<file path="config.mk">
export PLATFORM = sky130hd
export DESIGN_NAME = capture_buffer
export DESIGN_NICKNAME = d
export VERILOG_FILES = /design/src/rtl/capture_buffer.sv
export SDC_FILE = /design/constraint.sdc
export NUM_CORES = 2
export LEC_CHECK = 0
export CAP_MARGIN = 20
export CORE_UTILIZATION = 57
export CTS_CLUSTER_DIAMETER = 50
export DETAILED_ROUTE_END_ITERATION = 6
export GPL_ROUTABILITY_DRIVEN = 0
export PLACE_DENSITY_LB_ADDON = 0.25
export RECOVER_POWER = 25
export SYNTH_ARGS = -nofsm -noshare
export SYNTH_HDL_FRONTEND = slang
export SYNTH_SLANG_ARGS = --single-unit
</file>
<file path="constraint.sdc">
create_clock -name clk -period 2.9 [get_ports clk]
set_input_delay 0.435 -clock clk [delete_from_list [all_inputs] [get_ports clk]]
set_output_delay 0.435 -clock clk [all_outputs]
set_load 0.005 [all_outputs]
</file>
<file path="src/rtl/capture_buffer.sv">
// capture_buffer: pre/post-trigger sample capture buffer with valid/ready chronological readout
// Ports: clk; rst_n (sync, active-low); arm, trigger (control); s_valid/s_data (sample input);
//        m_valid/m_data/m_last/m_ready (readout stream); busy, triggered (status).
module capture_buffer #(
  parameter int DATA_W   = 16,
  parameter int DEPTH    = 256,
  parameter int PRE_TRIG = 32
) (
  input  logic              clk,
  input  logic              rst_n,
  input  logic              arm,
  input  logic              trigger,
  input  logic              s_valid,
  input  logic [DATA_W-1:0] s_data,
  output logic              m_valid,
  output logic [DATA_W-1:0] m_data,
  output logic              m_last,
  input  logic              m_ready,
  output logic              busy,
  output logic              triggered
);
  localparam int AW = $clog2(DEPTH);
  localparam logic [AW-1:0] PRE = AW'(PRE_TRIG);
  localparam logic [AW-1:0] POST_LAST = AW'(DEPTH - PRE_TRIG - 1);
  localparam logic [AW-1:0] RD_LAST = AW'(DEPTH - 1);
  typedef enum logic [1:0] {IDLE, ARMED, POST, READOUT} state_t;
  state_t r_state, w_next;
  logic [DATA_W-1:0] r_mem [DEPTH];
  logic [AW-1:0] r_wr_ptr, r_rd_ptr, r_pre_cnt, r_post_cnt, r_rd_cnt;
  logic r_rd_done;
  logic w_wr, w_accept, w_load, w_fin;
  assign w_wr = (r_state == ARMED || r_state == POST) && s_valid;
  assign w_accept = r_state == ARMED && s_valid && trigger && r_pre_cnt == PRE;
  // output register refills whenever it is empty or being drained this cycle
  assign w_load = r_state == READOUT && !r_rd_done && (!m_valid || m_ready);
  assign w_fin = r_state == READOUT && m_valid && m_ready && m_last;
  assign busy = r_state != IDLE;
  always_comb begin
    w_next = r_state;
    case (r_state)
      IDLE:    w_next = arm ? ARMED : IDLE;
      // with a single post-trigger sample the trigger sample completes the capture
      ARMED:   w_next = w_accept ? (POST_LAST == '0 ? READOUT : POST) : ARMED;
      POST:    w_next = s_valid && r_post_cnt == POST_LAST ? READOUT : POST;
      default: w_next = w_fin ? IDLE : READOUT;
    endcase
  end
  always_ff @(posedge clk) begin
    if (!rst_n) r_state <= IDLE;
    else r_state <= w_next;
  end
  always_ff @(posedge clk) begin
    if (w_wr) r_mem[r_wr_ptr] <= s_data;
  end
  always_ff @(posedge clk) begin
    if (!rst_n) begin
      r_wr_ptr <= '0;
      r_rd_ptr <= '0;
      r_pre_cnt <= '0;
      r_post_cnt <= '0;
      r_rd_cnt <= '0;
      r_rd_done <= 1'b0;
      m_valid <= 1'b0;
      m_last <= 1'b0;
      m_data <= '0;
      triggered <= 1'b0;
    end else begin
      if (w_wr) r_wr_ptr <= r_wr_ptr + 1'b1;
      if (r_state == IDLE && arm) begin
        r_pre_cnt <= '0;
        r_rd_cnt <= '0;
        r_rd_done <= 1'b0;
      end
      if (r_state == ARMED && s_valid && r_pre_cnt != PRE) r_pre_cnt <= r_pre_cnt + 1'b1;
      // readout starts PRE_TRIG samples before the trigger sample's address
      if (w_accept) begin
        r_rd_ptr <= r_wr_ptr - PRE;
        r_post_cnt <= AW'(1);
        triggered <= 1'b1;
      end else if (r_state == POST && s_valid) r_post_cnt <= r_post_cnt + 1'b1;
      if (w_load) begin
        m_data <= r_mem[r_rd_ptr];
        m_valid <= 1'b1;
        m_last <= r_rd_cnt == RD_LAST;
        r_rd_ptr <= r_rd_ptr + 1'b1;
        r_rd_cnt <= r_rd_cnt + 1'b1;
        r_rd_done <= r_rd_cnt == RD_LAST;
      end else if (m_ready) begin
        m_valid <= 1'b0;
        m_last <= 1'b0;
      end
      if (w_fin) triggered <= 1'b0;
    end
  end
endmodule
</file>
==> results_dict.tcl <==
set metrics [dict create \
    ir_drop_mv 0.622 \
    drt_iter0_drc 14700 \
    final_cell_mix "edfxtp_1, mux4_2, buf_4" \
    rr_worst_depth 11 \
    finalPower_w 0.121 \
    critPathKind "reg2reg" \
    violations "max-capacitance violations, max-slew violations, negative setup slack" \
    rsz0062_at_grt "true" \
    synth-edff-count 4096 \
    yosys_warnings 0 \
    ys_ff_latch 4158 \
    min_path_type "in2reg" \
    ys_seq_area_share_pct 77.3 \
    vias_per_cell 6.90 \
    final.setup.worst_slack_ns -0.397 \
    syn_area_per_cell_um2 21.4 \
    synth.distinct_cells 83 \
    rows 194 \
    port_buffers 41 \
    grt_pass1_vias 87900 \
    regToRegSetupSlack_ns -0.40 \
    critical_path_required_ns 3.69 \
    clk_pin_slew_ns 0.07 \
    cap_viol_max_count 19 \
    grt_pass1_wl_um 680000 \
    cts_max_level 5 \
    mostFrequentLayoutCell "edfxtp_1" \
    r2r_end "m_data[7]" \
    drv_slew 1120 \
    ioPinCount 42 \
    endpoint_kind "flop" \
    crit_chain "buf_12 -> buf_6 -> buf_4 -> buf_12 -> buf_4 -> mux4_2 -> o21ai_0 -> buf_4 -> nand3_4 -> o211ai_1 -> o311ai_4" \
    synth_flop_cell "edfxtp_1" \
    dr.pass1.iters 6 \
    grt_max_degree 97 \
    crit_path_max_fanout 13 \
    synthToLayoutAreaGrowth_pct 20.8 \
    antenna_found_initial 27 \
    numClockSinks 4158 \
    crit_path_start "r_rd_ptr[1]" \
    dieArea_um2 284000 \
    syn_nets 7542 \
    num_vias 89500 \
    relSlewSlack_pct -137 \
    design.core.area_um2 280000 \
    fin_crit_ns 3.30 \
    dieWidth_um 533 \
    min_period_over_period_pct 114 \
    nNetsFinal 8920 \
    detail_route.wl_per_cell_um 38.1 \
    drc 0 \
    dieHeight_um 533 \
    r2r-start "r_rd_ptr[1]" \
    worstSkewPairLatency_ns 1.01 \
    start_util_pct 57.5 \
    status "finished, violations left" \
    drive_above_1_share_pct 34.6 \
    hold_viol 0 \
    drt_wl_total_um 494000 \
    synthArstFlopShare_pct 0 \
    cts.root.buffer_cell "clkbuf_16" \
    numCtsBuffers 419 \
    grt.total_usage_pct 34.5 \
    grt_overflow 0 \
    max_freq_ghz 0.303 \
    clk_path_buf_depth 4 \
    setup_viol 465 \
    max_stage_delay_ns 0.60 \
    fin_util_pct 69.4 \
    crit_path_frequent_cell "buf_4" \
    powerDensity_nw_per_um2 625 \
    dp_hpwl_um 306000 \
    start_kind "flop" \
    skew_ns 0.0967 \
    ant_nets 0 \
    worst_slew_pin_slew_ns 3.55 \
    postSynthCellCount 7504 \
    p_leak_nw 61.4 \
    arrival_ns 4.09 \
    cts_tree "yes" \
    critical_path.endpoint "m_data[7]" \
    synth_area_um2 161000 \
    cp_slowest_cell "o211ai_1" \
]
## Yosys cell counts (all sizes together), types with 61 or more instances
cell type / number / area, um2
nor2: 362 / 1360
dfxtp: 62 / 1240
buf: 302 / 2210
mux2i: 406 / 4060
o22ai: 90 / 563
nand3: 73 / 365
a22oi: 94 / 706
a21oi: 127 / 636
edfxtp: 4096 / 123000
mux4: 911 / 20500
clkbuf: 149 / 564
nand2: 176 / 661
o21ai: 107 / 536
a221oi: 61 / 547
## power by group
part	switching [W]	total (W)	internal [W]
logic	0.00130	0.00150	0.000203
registers	0.00000750	0.0660	0.0660
clock network	0.0234	0.0538	0.0304
total	0.0247	0.121	0.0966
## layer usage
metal  part of all wire (%)  vias up  GRT usage (%)  wire [um]
li1                       -    34400              -          -
met1                     34    46400           46.3     170000
met2                     45     7371           51.5     223000
met3                     14     1338           10.5      69200
met4                    6.3       18           18.3      31300
met5                  0.023        -          0.217        115
## critical path: cells and delay by family (launching register included)
family          cells  cell delay [ns]
simple gates        1             0.12
compound gates      3             1.12
mux                 1             0.36
flops               1             0.42
buf+inv             6             1.06
## flip-flops by register name, summed over array words and instances, names as in the netlist
signal,flops
r_rd_done,1
r_rd_cnt,8
m_last,1
r_state,2
r_post_cnt,8
r_mem,4096
r_wr_ptr,8
triggered,1
m_data,16
r_pre_cnt,8
r_rd_ptr,8
m_valid,1
## final cells by class
cell class                      instances  area (um2)
Multi-Input combinational cell       2877       35400
Fill cell                           16400       85700
Clock inverter                        277        2830
Sequential cell                      4158      124000
Inverter                               18        87.6
Antenna cell                           16        40.0
Tap cell                             3724        4660
Timing Repair Buffer                 1408       16100
Clock buffer                          490       10800
## how the worst min path moves through the flow
stage,from,endpoint,slack (ns),depth (start not counted)
floorplan,r_pre_cnt[7],r_pre_cnt[7],0.42,1
global placement,r_pre_cnt[7],r_pre_cnt[7],0.44,1
detailed placement,r_pre_cnt[7],r_pre_cnt[7],0.46,1
CTS,s_data[14],r_mem[165][14],0.01,1
global route,m_ready,m_valid,0.24,3
finish,m_ready,m_valid,0.21,3
## timing repair
action                                  CTS  global route
hold endpoints to repair                151             0
setup buffers                            67            52
endpoints found under the setup margin   16            16
pin swaps                                49            57
hold buffers                              7             0
gates cloned                             13             5
resized for setup                       306           139
## kinds of logic after synthesis
kind of cell             Yosys count  synth area share (%)
flip-flops                      4158                  77.3
multiplexers                    1335                  15.4
AO/OA/AOI/OAI                    758                  3.30
AND/OR/NAND/NOR                  753                  2.04
buffers and inverters            469                  1.77
adder cells (fa/ha/maj)           16                 0.125
XOR/XNOR                          15                0.0817
## metrics by stage
step | hold WS (ns) | cell area [um2] | setup TNS, ns | worst slack, ns | cells
after floorplan | 0.424 | 161000 | 0 | 0.0877 | 7504
after global routing | 0.238 | 194000 | -36.45 | -0.372 | 13000
after CTS | 0.0147 | 193000 | -2.61 | -0.244 | 12900
after global placement | 0.444 | 177000 | -10.79 | -1.04 | 12000
final | 0.210 | 194000 | -29.16 | -0.397 | 13000
after detailed placement | 0.462 | 177000 | -10.26 | -1.04 | 12100
Power figures use the tool's default switching activity.
